--- config.mk ---
export PLATFORM = sky130hd
export DESIGN_NAME = instr_fetch_unit
export DESIGN_NICKNAME = d
export VERILOG_FILES = /design/src/rtl/instr_fetch_unit.sv
export SDC_FILE = /design/constraint.sdc
export NUM_CORES = 1
export LEC_CHECK = 0
export ABC_CLOCK_PERIOD_IN_PS = 6500
export BUFFER_PORTS_ARGS = -buffer_cell sky130_fd_sc_hd__buf_2
export CAP_MARGIN = 10
export CORE_MARGIN = 2
export CORE_UTILIZATION = 55
export DETAILED_ROUTE_END_ITERATION = 16
export PLACE_DENSITY = 0.76
export SKIP_CTS_REPAIR_TIMING = 1
export SLEW_MARGIN = 15
export SYNTH_ARGS = -nofsm -noshare
export SYNTH_HDL_FRONTEND = slang
export SYNTH_SLANG_ARGS = --single-unit
export TNS_END_PERCENT = 50
--- constraint.sdc ---
create_clock -name clk -period 6.5 [get_ports clk]
set_clock_uncertainty 0.05 [all_clocks]
set_input_delay 1.3 -clock clk [delete_from_list [all_inputs] [get_ports clk]]
set_output_delay 1.3 -clock clk [all_outputs]
set_load 0.01 [all_outputs]
--- src/rtl/instr_fetch_unit.sv ---
// In-order instruction fetch: credit-limited imem reads, response FIFO, decode handshake.
// Optional FETCH_STATS_EN adds fetchCount/flushCount pop and redirect counters.
module instr_fetch_unit #(
  parameter int                ADDR_W     = 32,
  parameter int                DATA_W     = 32,
  parameter int                FIFO_DEPTH = 4,
  parameter logic [ADDR_W-1:0] RESET_PC   = '0
) (
  input  logic              clk,
  input  logic              rstN,
  input  logic              redirect,
  input  logic [ADDR_W-1:0] redirectPc,
  output logic              imemReqValid,
  input  logic              imemReqReady,
  output logic [ADDR_W-1:0] imemReqAddr,
  input  logic              imemRspValid,
  input  logic [DATA_W-1:0] imemRspData,
  output logic              instrValid,
  input  logic              instrReady,
  output logic [DATA_W-1:0] instrData,
  output logic [ADDR_W-1:0] instrPc
`ifdef FETCH_STATS_EN
  ,
  output logic [31:0]       fetchCount,
  output logic [31:0]       flushCount
`endif
);

  localparam int PTR_W = $clog2(FIFO_DEPTH);
  localparam int CNT_W = PTR_W + 1;
  localparam logic [CNT_W:0]   DEPTH_U = (CNT_W+1)'(FIFO_DEPTH);
  localparam logic [CNT_W-1:0] CNT_ONE = CNT_W'(1);
  localparam logic [ADDR_W-1:0] PC_INC = ADDR_W'(4);
  localparam logic [ADDR_W-1:0] ALIGN_MASK = ~ADDR_W'(3);

  typedef enum logic {FETCH, FLUSH} state_t;

  typedef struct packed {
    logic [ADDR_W-1:0] pc;
    logic [DATA_W-1:0] data;
  } fetch_entry_t;

  state_t            state_q, state_d;
  logic [ADDR_W-1:0] fetch_pc_q, fetch_pc_d;
  logic [ADDR_W-1:0] rsp_pc_q, rsp_pc_d;
  logic [CNT_W-1:0]  inflight_q, inflight_d;
  logic [CNT_W-1:0]  drop_q, drop_d;
  logic [CNT_W:0]    stale;

  fetch_entry_t      fifo_mem [FIFO_DEPTH];
  fetch_entry_t      head;
  logic [PTR_W-1:0]  wr_ptr, rd_ptr;
  logic [CNT_W-1:0]  fifo_cnt;
  logic [CNT_W:0]    used;
  logic              req_fire, push, pop;
  logic [ADDR_W-1:0] redirect_pc_al;

  // Outstanding reads plus buffered entries never exceed FIFO_DEPTH, so a push always has room.
  assign used         = {1'b0, fifo_cnt} + {1'b0, inflight_q};
  assign imemReqValid = rstN && (state_q == FETCH) && !redirect && (used < DEPTH_U);
  assign imemReqAddr  = fetch_pc_q;
  assign req_fire     = imemReqValid && imemReqReady;
  assign push         = imemRspValid && (state_q == FETCH) && !redirect;
  assign pop          = (fifo_cnt != '0) && instrReady && !redirect;
  assign redirect_pc_al = redirectPc & ALIGN_MASK;

  assign head       = fifo_mem[rd_ptr];
  assign instrValid = (fifo_cnt != '0);
  assign instrData  = instrValid ? head.data : '0;
  assign instrPc    = instrValid ? head.pc   : '0;

  always_comb begin
    state_d    = state_q;
    fetch_pc_d = fetch_pc_q;
    rsp_pc_d   = rsp_pc_q;
    inflight_d = inflight_q;
    drop_d     = drop_q;
    stale      = {1'b0, drop_q} + {1'b0, inflight_q};
    if (redirect) begin
      // Everything not yet returned becomes stale; a response landing now is already gone.
      if (imemRspValid && (stale != '0)) stale = stale - (CNT_W+1)'(1);
      drop_d     = stale[CNT_W-1:0];
      inflight_d = '0;
      fetch_pc_d = redirect_pc_al;
      rsp_pc_d   = redirect_pc_al;
      state_d    = (stale != '0) ? FLUSH : FETCH;
    end else begin
      if (req_fire) fetch_pc_d = fetch_pc_q + PC_INC;
      case (state_q)
        FETCH: begin
          if (push) rsp_pc_d = rsp_pc_q + PC_INC;
          if (req_fire && !push)
            inflight_d = inflight_q + CNT_ONE;
          else if (!req_fire && push && (inflight_q != '0))
            inflight_d = inflight_q - CNT_ONE;
        end
        FLUSH: begin
          if (imemRspValid && (drop_q != '0)) drop_d = drop_q - CNT_ONE;
          if (drop_d == '0) state_d = FETCH;
        end
        default: state_d = FETCH;
      endcase
    end
  end

  always_ff @(posedge clk or negedge rstN) begin
    if (!rstN) begin
      state_q    <= FETCH;
      fetch_pc_q <= RESET_PC;
      rsp_pc_q   <= RESET_PC;
      inflight_q <= '0;
      drop_q     <= '0;
    end else begin
      state_q    <= state_d;
      fetch_pc_q <= fetch_pc_d;
      rsp_pc_q   <= rsp_pc_d;
      inflight_q <= inflight_d;
      drop_q     <= drop_d;
    end
  end

  always_ff @(posedge clk or negedge rstN) begin
    if (!rstN) begin
      wr_ptr   <= '0;
      rd_ptr   <= '0;
      fifo_cnt <= '0;
    end else if (redirect) begin
      wr_ptr   <= '0;
      rd_ptr   <= '0;
      fifo_cnt <= '0;
    end else begin
      if (push) wr_ptr <= wr_ptr + PTR_W'(1);
      if (pop)  rd_ptr <= rd_ptr + PTR_W'(1);
      if (push && !pop)      fifo_cnt <= fifo_cnt + CNT_ONE;
      else if (pop && !push) fifo_cnt <= fifo_cnt - CNT_ONE;
    end
  end

  // Storage needs no reset: entries are only visible while fifo_cnt covers them.
  always_ff @(posedge clk) begin
    if (push) fifo_mem[wr_ptr] <= '{pc: rsp_pc_q, data: imemRspData};
  end

`ifdef FETCH_STATS_EN
  always_ff @(posedge clk or negedge rstN) begin
    if (!rstN) begin
      fetchCount <= '0;
      flushCount <= '0;
    end else begin
      if (pop)      fetchCount <= fetchCount + 32'd1;
      if (redirect) flushCount <= flushCount + 32'd1;
    end
  end
`endif

endmodule

==> flow_summary.json <==
{
  "yosysWarningCount": 0,
  "final_util_pct": 64.4,
  "yosys.area.top_type": "edfxtp_1",
  "regToRegEndpoint": "state_q",
  "worstMarginPinSlew_ns": 1.03,
  "min_to": "imemReqAddr[26]",
  "wl_per_cell_um": 19.7,
  "cts_sinks": 322,
  "clk_pin_slew_ns": 0.06,
  "cts_buffer_depth": 3,
  "nets": 1154,
  "min_period_ns": 4.30,
  "grt_pass1_vias": 8190,
  "synth.avg_cell_area_um2": 15.4,
  "worst-endpoint-arrival_ns": 2.95,
  "synthCells": 903,
  "final_cell_area_um2": 16100,
  "dp_hpwl_mm": 17.4,
  "critPathBufInv": 2,
  "globalRouteOverflowTotal": 0,
  "io_buffers": 161,
  "place_area_um2": 15000,
  "place_congestion": 0.849,
  "vias": 8313,
  "io_pins": 168,
  "r2r_cells": 8,
  "setup-tns-final_ns": 0,
  "cp_slowest_cell": "dfrtp_4",
  "insertedDiodeCount": 0,
  "rsz0062_at_grt": "false",
  "core-area_um2": 25000,
  "drv_cap": 0,
  "p_leak_nw": 5.87,
  "r2r_slack_ns": 3.51,
  "reg2reg_from": "inflight_q[0]",
  "worst_hold_path_type": "flip-flop to flip-flop",
  "mostFrequentLayoutCell": "edfxtp_1",
  "drv_slew": 0,
  "nFillCells": 1817,
  "synth_edf_count": 248,
  "grt_pass1_wl_mm": 44.6,
  "antenna_found_initial": 0,
  "cpPeakStageDelay_ns": 1.07,
  "cts_buffers": 34,
  "cts_tree": "done",
  "ys_seq_elements": 322,
  "netlist_area_um2": 13900,
  "final_cell_mix": "edfxtp_1 (248), buf_2 (160), dfrtp_1 (72)",
  "p_per_area_nw_per_um2": 364,
  "max_slew_margin_pct": 31.5,
  "drt_iter0_markers": 796,
  "die_x_um": 163,
  "netlist_top_cells_area": "edfxtp_1 (53%), dfrtp_1 (13%), mux4_2 (10%)",
  "track_usage_pct": 21.7,
  "min_from": "imemReqAddr[26]",
  "synth_async_sr_flop_share_pct": 23.0,
  "hold_violations": 0,
  "status": "finished, final reports clean",
  "die_area_um2": 26600,
  "crit_type": "flip-flop to output port",
  "synth_cell_type_count": 62,
  "clock_latency_ns": 0.50,
  "synth_flop_cell": "edfxtp_1",
  "firstDrtPassIters": 5,
  "start_kind": "flip-flop",
  "post-route-period-util_pct": 66.2,
  "grt_max_degree": 75,
  "start_util_pct": 55.6,
  "synth_top_cell_area_share_pct": 53.5,
  "vias_per_cell": 5.85,
  "cts.htree.levels": 2,
  "finalSetupViolCount": 0,
  "drive_gt1_share_pct": 28.4,
  "irDropWorstVdd_uv": 193,
  "crit_path_end_kind": "output port",
  "critPathTopFamily": "flip-flops",
  "fp.dieH_um": 163,
  "path_cells": "buf_4, mux4_2, and2_1, buf_2",
  "min_path_cells": 1,
  "cp_max_fo": 51,
  "cts-root-buf": "clkbuf_16",
  "area_growth_pct": 15.7,
  "drt.antenna.violating_nets": 0,
  "crit_required_ns": 5.15,
  "max_freq_mhz": 232,
  "drc": 0,
  "wl_mm": 27.9,
  "ys_seq_area_share_pct": 66.8,
  "rows": 58
}
-- synth_stat cells, types with 6 or more instances --
cell	count
o311ai_0	10
xor2_1	13
a21oi_1	17
clkbuf_1	30
nand3_1	41
nand2_1	60
and2_1	68
inv_1	17
buf_2	9
dfrtp_1	74
o211ai_1	14
ha_1	14
nand4_1	16
a31oi_1	8
nor2_1	26
edfxtp_1	248
mux4_2	62
mux2_2	6
o21ai_0	37
xnor2_1	26
and3_1	14
nor3_1	17
-- where the power goes --
group          leakage (nW)  switching, mW  internal [mW]  total, mW
combinational          2.20          0.749          0.737       1.49
clock                 0.528          0.736           1.10       1.84
sequential             3.14          0.210           2.34       2.55
total                  5.87           1.69           4.17       5.87
-- worst register-to-register path, delay by kind of cell (launching register included) --
kind / cells / cell delay (ns)
adders and majority gates: 3 / 0.98
AOI/OAI and AO/OA: 3 / 0.69
and+or+nand+nor: 1 / 0.60
DFF: 1 / 0.45
buffers and inverters: 1 / 0.12
-- per-stage QoR --
stage	power, mW	setup WS (ns)	cells	hold slack [ns]
final	5.87	2.20	1421	0.510
after global routing	6.19	1.97	1421	0.538
after CTS	5.95	2.10	1421	0.513
after detailed placement	4.11	2.25	1361	0.503
after global placement	4.08	2.25	1361	0.477
after floorplan	3.56	2.37	906	0.440
-- worst max-delay path by stage --
stage | depth (start not counted) | end | slack (ns) | start
finish | 4 | instrData[3] | 2.20 | rd_ptr[0]
global route | 4 | instrPc[10] | 1.97 | rd_ptr[0]
CTS | 4 | instrPc[12] | 2.10 | rd_ptr[0]
detailed placement | 7 | imemReqAddr[12] | 2.25 | redirect
global placement | 7 | imemReqAddr[16] | 2.25 | redirect
floorplan | 5 | fifo_mem[0][0] | 2.37 | imemRspValid
-- cell families (layout without fill, tap and decap cells) --
family,after synthesis,in the layout,share of synthesized area (%)
buffers and inverters,66,251,2.13
muxes,73,73,10.9
adders and majority gates,17,17,1.69
xor gates and xnor gates,39,39,2.45
DFF,322,322,66.8
AOI/OAI and AO/OA,104,104,4.80
and+or+nand+nor,281,281,11.3
other,1,4,0.0269
-- registers in the layout, summed over array words and instances (netlist names) --
name and count:
fifo_cnt 3, rd_ptr 2, state_q 1, inflight_q 3, wr_ptr 2, drop_q 3, imemReqAddr 30, fifo_mem 248
rsp_pc_q 30
-- layer usage --
metal | up-vias | part of all wire [%] | GRT usage [%] | wire length, µm
met5 | - | 0 | 0 | 0
met4 | 0 | 1.6 | 5.43 | 452
met3 | 38 | 7.0 | 3.53 | 1960
met2 | 339 | 47 | 33.9 | 13200
met1 | 4143 | 44 | 32.3 | 12300
li1 | 3793 | - | - | -
-- layout make-up --
cell class / count / area (µm²) / area share [%]
Sequential cell: 322 / 9300 / 57.7
Multi-Input combinational cell: 518 / 4350 / 27.0
Clock buffer: 48 / 987 / 6.13
Timing Repair Buffer: 173 / 898 / 5.57
Tap cell: 330 / 413 / 2.56
Clock inverter: 12 / 91.3 / 0.567
Inverter: 18 / 67.6 / 0.419
Power figures use the tool's default switching activity.
